[src/rtl/gcn_argmax_classifier.sv]
// Argmax classifier for the GCN result memory: walks each node row, scans its
// class scores serially and records the index of the largest score per node.
module gcn_argmax_classifier #(
  parameter int unsigned FEATURE_ROWS   = 6,
  parameter int unsigned WEIGHT_COLS    = 3,
  parameter int unsigned DOT_PROD_WIDTH = 16,
  parameter int unsigned WEIGHT_WIDTH   = $clog2(WEIGHT_COLS),
  parameter int unsigned FEATURE_WIDTH  = $clog2(FEATURE_ROWS)
) (
  input  logic                      clk,
  input  logic                      rst,
  input  logic                      start,
  output logic [FEATURE_WIDTH-1:0]  read_row,
  input  logic [DOT_PROD_WIDTH-1:0] fm_wm_adj_out [0:WEIGHT_COLS-1],
  output logic [WEIGHT_WIDTH-1:0]   y             [0:FEATURE_ROWS-1],
  output logic                      busy,
  output logic                      done
);

  localparam logic [WEIGHT_WIDTH-1:0]  LAST_COL = WEIGHT_WIDTH'(WEIGHT_COLS - 1);
  localparam logic [FEATURE_WIDTH-1:0] LAST_ROW = FEATURE_WIDTH'(FEATURE_ROWS - 1);

  typedef enum logic [2:0] {
    S_IDLE,
    S_LOAD,
    S_CMP,
    S_STORE,
    S_DONE
  } state_t;

  state_t                    state,     state_nxt;
  logic [FEATURE_WIDTH-1:0]  row_cnt,   row_cnt_nxt;
  logic [WEIGHT_WIDTH-1:0]   col_cnt,   col_cnt_nxt;
  logic [DOT_PROD_WIDTH-1:0] max_val,   max_val_nxt;
  logic [WEIGHT_WIDTH-1:0]   max_idx,   max_idx_nxt;
  logic [DOT_PROD_WIDTH-1:0] row_buf     [0:WEIGHT_COLS-1];
  logic [DOT_PROD_WIDTH-1:0] row_buf_nxt [0:WEIGHT_COLS-1];
  logic [WEIGHT_WIDTH-1:0]   y_nxt       [0:FEATURE_ROWS-1];
  logic                      busy_nxt;
  logic                      done_nxt;

  // The row counter is the memory address; it only moves in IDLE and STORE.
  assign read_row = row_cnt;

  // State and datapath registers.
  always_ff @(posedge clk or negedge rst) begin
    if (!rst) begin
      state   <= S_IDLE;
      row_cnt <= '0;
      col_cnt <= '0;
      max_val <= '0;
      max_idx <= '0;
      busy    <= 1'b0;
      done    <= 1'b0;
      for (int c = 0; c < int'(WEIGHT_COLS); c++) begin
        row_buf[c] <= '0;
      end
      for (int r = 0; r < int'(FEATURE_ROWS); r++) begin
        y[r] <= '0;
      end
    end else begin
      state   <= state_nxt;
      row_cnt <= row_cnt_nxt;
      col_cnt <= col_cnt_nxt;
      max_val <= max_val_nxt;
      max_idx <= max_idx_nxt;
      busy    <= busy_nxt;
      done    <= done_nxt;
      for (int c = 0; c < int'(WEIGHT_COLS); c++) begin
        row_buf[c] <= row_buf_nxt[c];
      end
      for (int r = 0; r < int'(FEATURE_ROWS); r++) begin
        y[r] <= y_nxt[r];
      end
    end
  end

  // Next-state and datapath update; every register holds unless its state acts.
  always_comb begin
    state_nxt   = state;
    row_cnt_nxt = row_cnt;
    col_cnt_nxt = col_cnt;
    max_val_nxt = max_val;
    max_idx_nxt = max_idx;
    for (int c = 0; c < int'(WEIGHT_COLS); c++) begin
      row_buf_nxt[c] = row_buf[c];
    end
    for (int r = 0; r < int'(FEATURE_ROWS); r++) begin
      y_nxt[r] = y[r];
    end

    case (state)
      S_IDLE: begin
        if (start) begin
          state_nxt   = S_LOAD;
          row_cnt_nxt = '0;
          for (int r = 0; r < int'(FEATURE_ROWS); r++) begin
            y_nxt[r] = '0;
          end
        end
      end

      S_LOAD: begin
        for (int c = 0; c < int'(WEIGHT_COLS); c++) begin
          row_buf_nxt[c] = fm_wm_adj_out[c];
        end
        max_val_nxt = fm_wm_adj_out[0];
        max_idx_nxt = '0;
        col_cnt_nxt = WEIGHT_WIDTH'(1);
        state_nxt   = (WEIGHT_COLS == 1) ? S_STORE : S_CMP;
      end

      // Strict compare so that ties keep the earlier (lower) class index.
      S_CMP: begin
        if (row_buf[col_cnt] > max_val) begin
          max_val_nxt = row_buf[col_cnt];
          max_idx_nxt = col_cnt;
        end
        if (col_cnt == LAST_COL) begin
          state_nxt = S_STORE;
        end else begin
          col_cnt_nxt = col_cnt + WEIGHT_WIDTH'(1);
        end
      end

      S_STORE: begin
        y_nxt[row_cnt] = max_idx;
        if (row_cnt == LAST_ROW) begin
          state_nxt = S_DONE;
        end else begin
          row_cnt_nxt = row_cnt + FEATURE_WIDTH'(1);
          state_nxt   = S_LOAD;
        end
      end

      S_DONE: begin
        state_nxt = S_IDLE;
      end

      default: begin
        state_nxt = S_IDLE;
      end
    endcase

    busy_nxt = (state_nxt == S_LOAD) || (state_nxt == S_CMP) || (state_nxt == S_STORE);
    done_nxt = (state_nxt == S_DONE);
  end

endmodule

[config.mk]
export PLATFORM = sky130hd
export DESIGN_NAME = gcn_argmax_classifier
export DESIGN_NICKNAME = d
export VERILOG_FILES = /design/src/rtl/gcn_argmax_classifier.sv
export SDC_FILE = /design/constraint.sdc
export NUM_CORES = 1
export LEC_CHECK = 0
export ABC_AREA = 1
export BUFFER_PORTS_ARGS = -buffer_cell sky130_fd_sc_hd__buf_2
export CORE_UTILIZATION = 54
export DETAILED_ROUTE_END_ITERATION = 12
export PLACE_DENSITY_LB_ADDON = 0.15
export SETUP_SLACK_MARGIN = 0.2
export SLEW_MARGIN = 20
export SYNTH_ARGS = -nofsm -noshare
export SYNTH_HDL_FRONTEND = slang
export SYNTH_SLANG_ARGS = --single-unit
[constraint.sdc]
create_clock -name clk -period 2.85 [get_ports clk]
set_input_delay 0.1425 -clock clk [delete_from_list [all_inputs] [get_ports clk]]
set_output_delay 0.1425 -clock clk [all_outputs]
set_load 0.02 [all_outputs]
# After elaboration in Yosys (flattened, before gate mapping)
# Index checks and enable logic that the tools add are counted.
# classes
n_bitwise,2
order_cmp,4
n_reduce_logical,10
addsub,2
n_mux,21
n_eq_ne,13
# op_table
operator,count
$mux 16,3
$bmux 16 s2,1
$pmux 16 s2,1
$pmux 12 s2,1
$gt 16x16->1,1
$mux 3,5
$bwmux 12,1
$eq 3x2->1 const B,4
$mux 12,1
$pmux 3 s4,1
$ne 2x2->1 const B,4
$pmux 2 s2,2
$demux 2 s3,1
$eq 3x1->1 const B,2
$eq 3x3->1 const B,2
$mux 2,3
$pmux 3 s2,1
$reduce_and 2->1,3
$ge 4x4->1 const B,1
$lt 4x1->1 const B,1
$not 3->4,1
$reduce_bool 2->1,2
$add 3x1->3 const B,1
$ge 3x3->1 const B,1
7 further kinds,8
# totals
output_inout_bits,17
ff_bits,88
in_bits,51

# Depth between registers and ports, before layout
# logic_depth
depth_word,7
depth_mapped,20

# Least setup slack after synthesis
# Ideal clock, no wire load.
# synth_path
kind,register to register
from,register col_cnt[0]
to,register max_val[5]
path_buffers,3
arrival_ns,2.077
path_stages_with_launch,17
required_ns,2.733
slack_ns,0.657
setup_time_ns,0.117
path_cell_list,dfrtp_1 -> buf_2 -> nor2_4 -> buf_4 -> nand2_1 -> o21ai_1 -> ha_1 -> a21o_1 -> nor2_1 -> nand2_1 -> nand2_1 -> nand2_1 -> nand2_4 -> nand2_4 -> buf_6 -> nand2_1 -> nand2_1
# synth_via
elab_chain_cells,7
word_cells_on_any_way,9
classes_between,1 x order compare; 1 x eq/ne; 5 x mux; 1 x bitwise; 1 x reduce/logical
# synth_rtl
item,line,text
start: declaration,33,"logic [WEIGHT_WIDTH-1:0] col_cnt, col_cnt_nxt;"
start signal: assignment,64,col_cnt <= col_cnt_nxt;
$not 2->3 (implied by the code) (*),"115, 116",
$bmux 16 s2 (*),"115, 116",
$mux 16 (implied by the code) (*) (2 in series),"115, 116",
$gt 16x16->1,115,if (row_buf[col_cnt] > max_val) begin
$ne 2x2->1 (no source line),-,
$reduce_and 2->1 (no source line),-,
end signal: assignment,65,max_val <= max_val_nxt;
end: declaration,34,"logic [DOT_PROD_WIDTH-1:0] max_val, max_val_nxt;"
# Mark *: on every way between the ends. The rest lies on a longest branch, timed or not. The select of a mux whose other input is x is not followed.
# A chain may end at the register's enable or synchronous reset.

# Worst setup path in the final report
# layout_path
from,register col_cnt[0]
to,register max_val[3]
# The elaborated chain is that of the path after synthesis.

==> impl_metrics.json <==
{
  "pin_count": 68,
  "htreeDepth": 3,
  "postRouteWirelength_um": 9158,
  "outcome": "completed",
  "gp_congestion": 0.8377,
  "hp-class": "input port to register",
  "finalSetupViolCount": 0,
  "critPathLaunchType": "register",
  "endpoint_kind": "register",
  "initialDrtViolationCount": 190,
  "hold_start": "fm_wm_adj_out[1]",
  "relSlewSlack_pct": 47.88,
  "cp.arrival_ns": 2.79,
  "nFillCells": 694,
  "cts-root-buf": "clkbuf_8",
  "syn_area_um2": 4388,
  "core_area_um2": 7807,
  "crit_required_ns": 3.09,
  "clock_tree.buffer_depth": 2,
  "syn-num-nets": 567,
  "ys_types": 25,
  "path_max_fanout": 18,
  "reg2regPathDepth": 13,
  "grt_max_degree": 89,
  "yosysWarningCount": 0,
  "synth_seq_cells": 88,
  "die_h_um": 92.15,
  "rrSetupSlack_ns": 0.30,
  "layout.nets": 639,
  "fin_worst_skew_ns": 0.009380,
  "drtAntennaViolNets": 0,
  "die_area_um2": 8491,
  "dr.pass1.iters": 4,
  "die_w_um": 92.15,
  "synthToLayoutAreaGrowth_pct": 17.31,
  "cts-buffers-inserted": 9,
  "worstMarginPinSlew_ns": 0.7818,
  "syn_inst": 497,
  "crit_type": "register to register",
  "drv_slew": 0,
  "vias": 3506,
  "grt_pass1_vias": 3366,
  "leakagePower_nw": 2.599,
  "portBuffers": 67,
  "cts_tree": "done",
  "grt.total_usage_pct": 22.83,
  "num_rows": 32,
  "drc": 0,
  "regArea_um2": 2203,
  "layout-drive-gt1-share_pct": 24.56,
  "period_needed_ns": 2.550,
  "min_period_over_period_pct": 89.47,
  "grt.overflow.total": 0,
  "worst_r2r_endpoint": "max_val[3]",
  "rsz0062_at_grt": "no",
  "hpwl_um": 6148,
  "hold_viol_final": 0,
  "start_util_pct": 56.20,
  "fin_tns_setup_ns": 0,
  "grt_pass1_wl_um": 15310,
  "multi_input_area_um2": 1893,
  "viasPerCell": 5.186,
  "hold_depth": 2,
  "ir_drop_uv": 593.0,
  "power_density_nw_per_um2": 1211,
  "final_util_pct": 65.93,
  "max_cap_violations": 0,
  "avgSynthCellArea_um2": 8.829,
  "holdPathEnd": "row_buf[1]",
  "num_antenna_cells": 0,
  "clk_latency_ns": 0.35,
  "path_clk_slew_ns": 0.09,
  "wl_per_cell_um": 13.55,
  "synth-seq-area-share_pct": 50.19,
  "antenna_found_initial": 0,
  "cts.sinks": 88,
  "r2r_start": "col_cnt[0]",
  "clock.fmax_ghz": 0.3922
}
==> power by group <==
group | internal, W | switching [W]
clock | 0.000583 | 0.000435
combinational | 0.00127 | 0.00184
sequential | 0.00179 | 0.000315
==> cells by family (layout without fill, tap and decap cells) <==
| group | Yosys count | after routing | share of synthesized area (%) |
|---|---|---|---|
| multiplexers | 32 | 32 | 8.212 |
| AND/OR/NAND/NOR | 188 | 188 | 18.14 |
| AO/OA/AOI/OAI | 97 | 97 | 11.23 |
| adder cells (fa/ha/maj) | 19 | 19 | 5.418 |
| flip-flops | 88 | 88 | 50.19 |
| buffers and inverters | 73 | 150 | 6.815 |
==> registers in the layout, summed over array words and instances (netlist names) <==
register / cells
row_buf: 48
busy: 1
max_val: 16
max_idx: 2
y: 12
state: 3
read_row: 3
done: 1
col_cnt: 2
==> per-layer routing <==
layer	GRT usage, %	part of all wire, %	wire length, um
met5	0	0	0
met4	7.161	0.79	72
met3	3.234	4.6	418
met2	38.56	50	4535
met1	30.44	45	4132
==> stage by stage <==
stage                     std cells  area, um^2  hold slack, ns  setup WS (ns)  total power (W)
after detailed placement        652        4810          0.3780         0.1732         0.005079
after global placement          652        4810          0.3744         0.2613         0.004951
after global routing            676        5147         0.01052         0.1979         0.006785
after CTS                       670        5089        0.003518         0.2122         0.006165
final                           676        5147         0.01466         0.3002         0.006235
after floorplan                 497        4388         -0.1531         0.6567         0.004375
==> layout by cell type, fill, tap and decap left out, drive strengths merged <==
master / n
inv: 54
nand3: 21
clkinvlp: 2
o22ai: 2
mux2: 32
nand4: 1
dfrtp: 88
o21ai: 84
nor3: 10
ha: 19
buf: 79
a21oi: 9
or2: 1
a22oi: 1
a21o: 1
nor2: 28
dlygate4sd3: 1
bufinv: 3
nand2: 127
clkbuf: 11
==> critical path, cell delays in order, from the launching register on <==
cell and delay [ns]:
dfrtp_2 0.47, buf_4 0.19, o21ai_0 0.25, o21ai_2 0.13, ha_1 0.32, nand2_1 0.07, nor2_1 0.14, nand2_1 0.10
nor2_1 0.21, nor2_4 0.05, nand2_4 0.14, nand2_4 0.17, nand2_1 0.13, nand2_1 0.06
==> layout make-up <==
type                       instances  area share (%)
sequential                        88           42.80
multi-input combinational        336           36.78
timing repair buffer              80           9.310
tap                              102           2.479
inverter                          54           4.035
clock buffer                      11           2.552
clock inverter                     5           2.042
==> worst max-delay path by stage <==
stage | start | end | slack [ns]
floorplan | col_cnt[0] | max_val[5] | 0.66
global placement | col_cnt[1] | max_idx[1] | 0.26
detailed placement | col_cnt[1] | max_val[3] | 0.17
CTS | col_cnt[1] | max_val[3] | 0.21
global route | col_cnt[0] | max_val[10] | 0.20
finish | col_cnt[0] | max_val[3] | 0.30
==> synth_stat cells, drive strengths merged <==
cell	n	share of area [%]
a21o	1	0.17
a21oi	9	1.0
a22oi	1	0.17
buf	13	1.7
clkbuf	6	0.51
dfrtp	88	50
ha	19	5.4
inv	54	4.6
mux2	32	8.2
nand2	127	11
nand3	21	2.4
nand4	1	0.14
nor2	28	2.7
nor3	10	1.5
o21ai	84	9.6
o22ai	2	0.29
or2	1	0.14
==> what timing repair did <==
action,4_1_cts,5_1_grt
buffers inserted,2,5
resized for setup,1,4
pin swaps,1,2
endpoints found under the hold margin,0,88
setup endpoints to repair,18,18
hold buffers,0,1
Note: power is estimated with default switching activity, not from simulation.
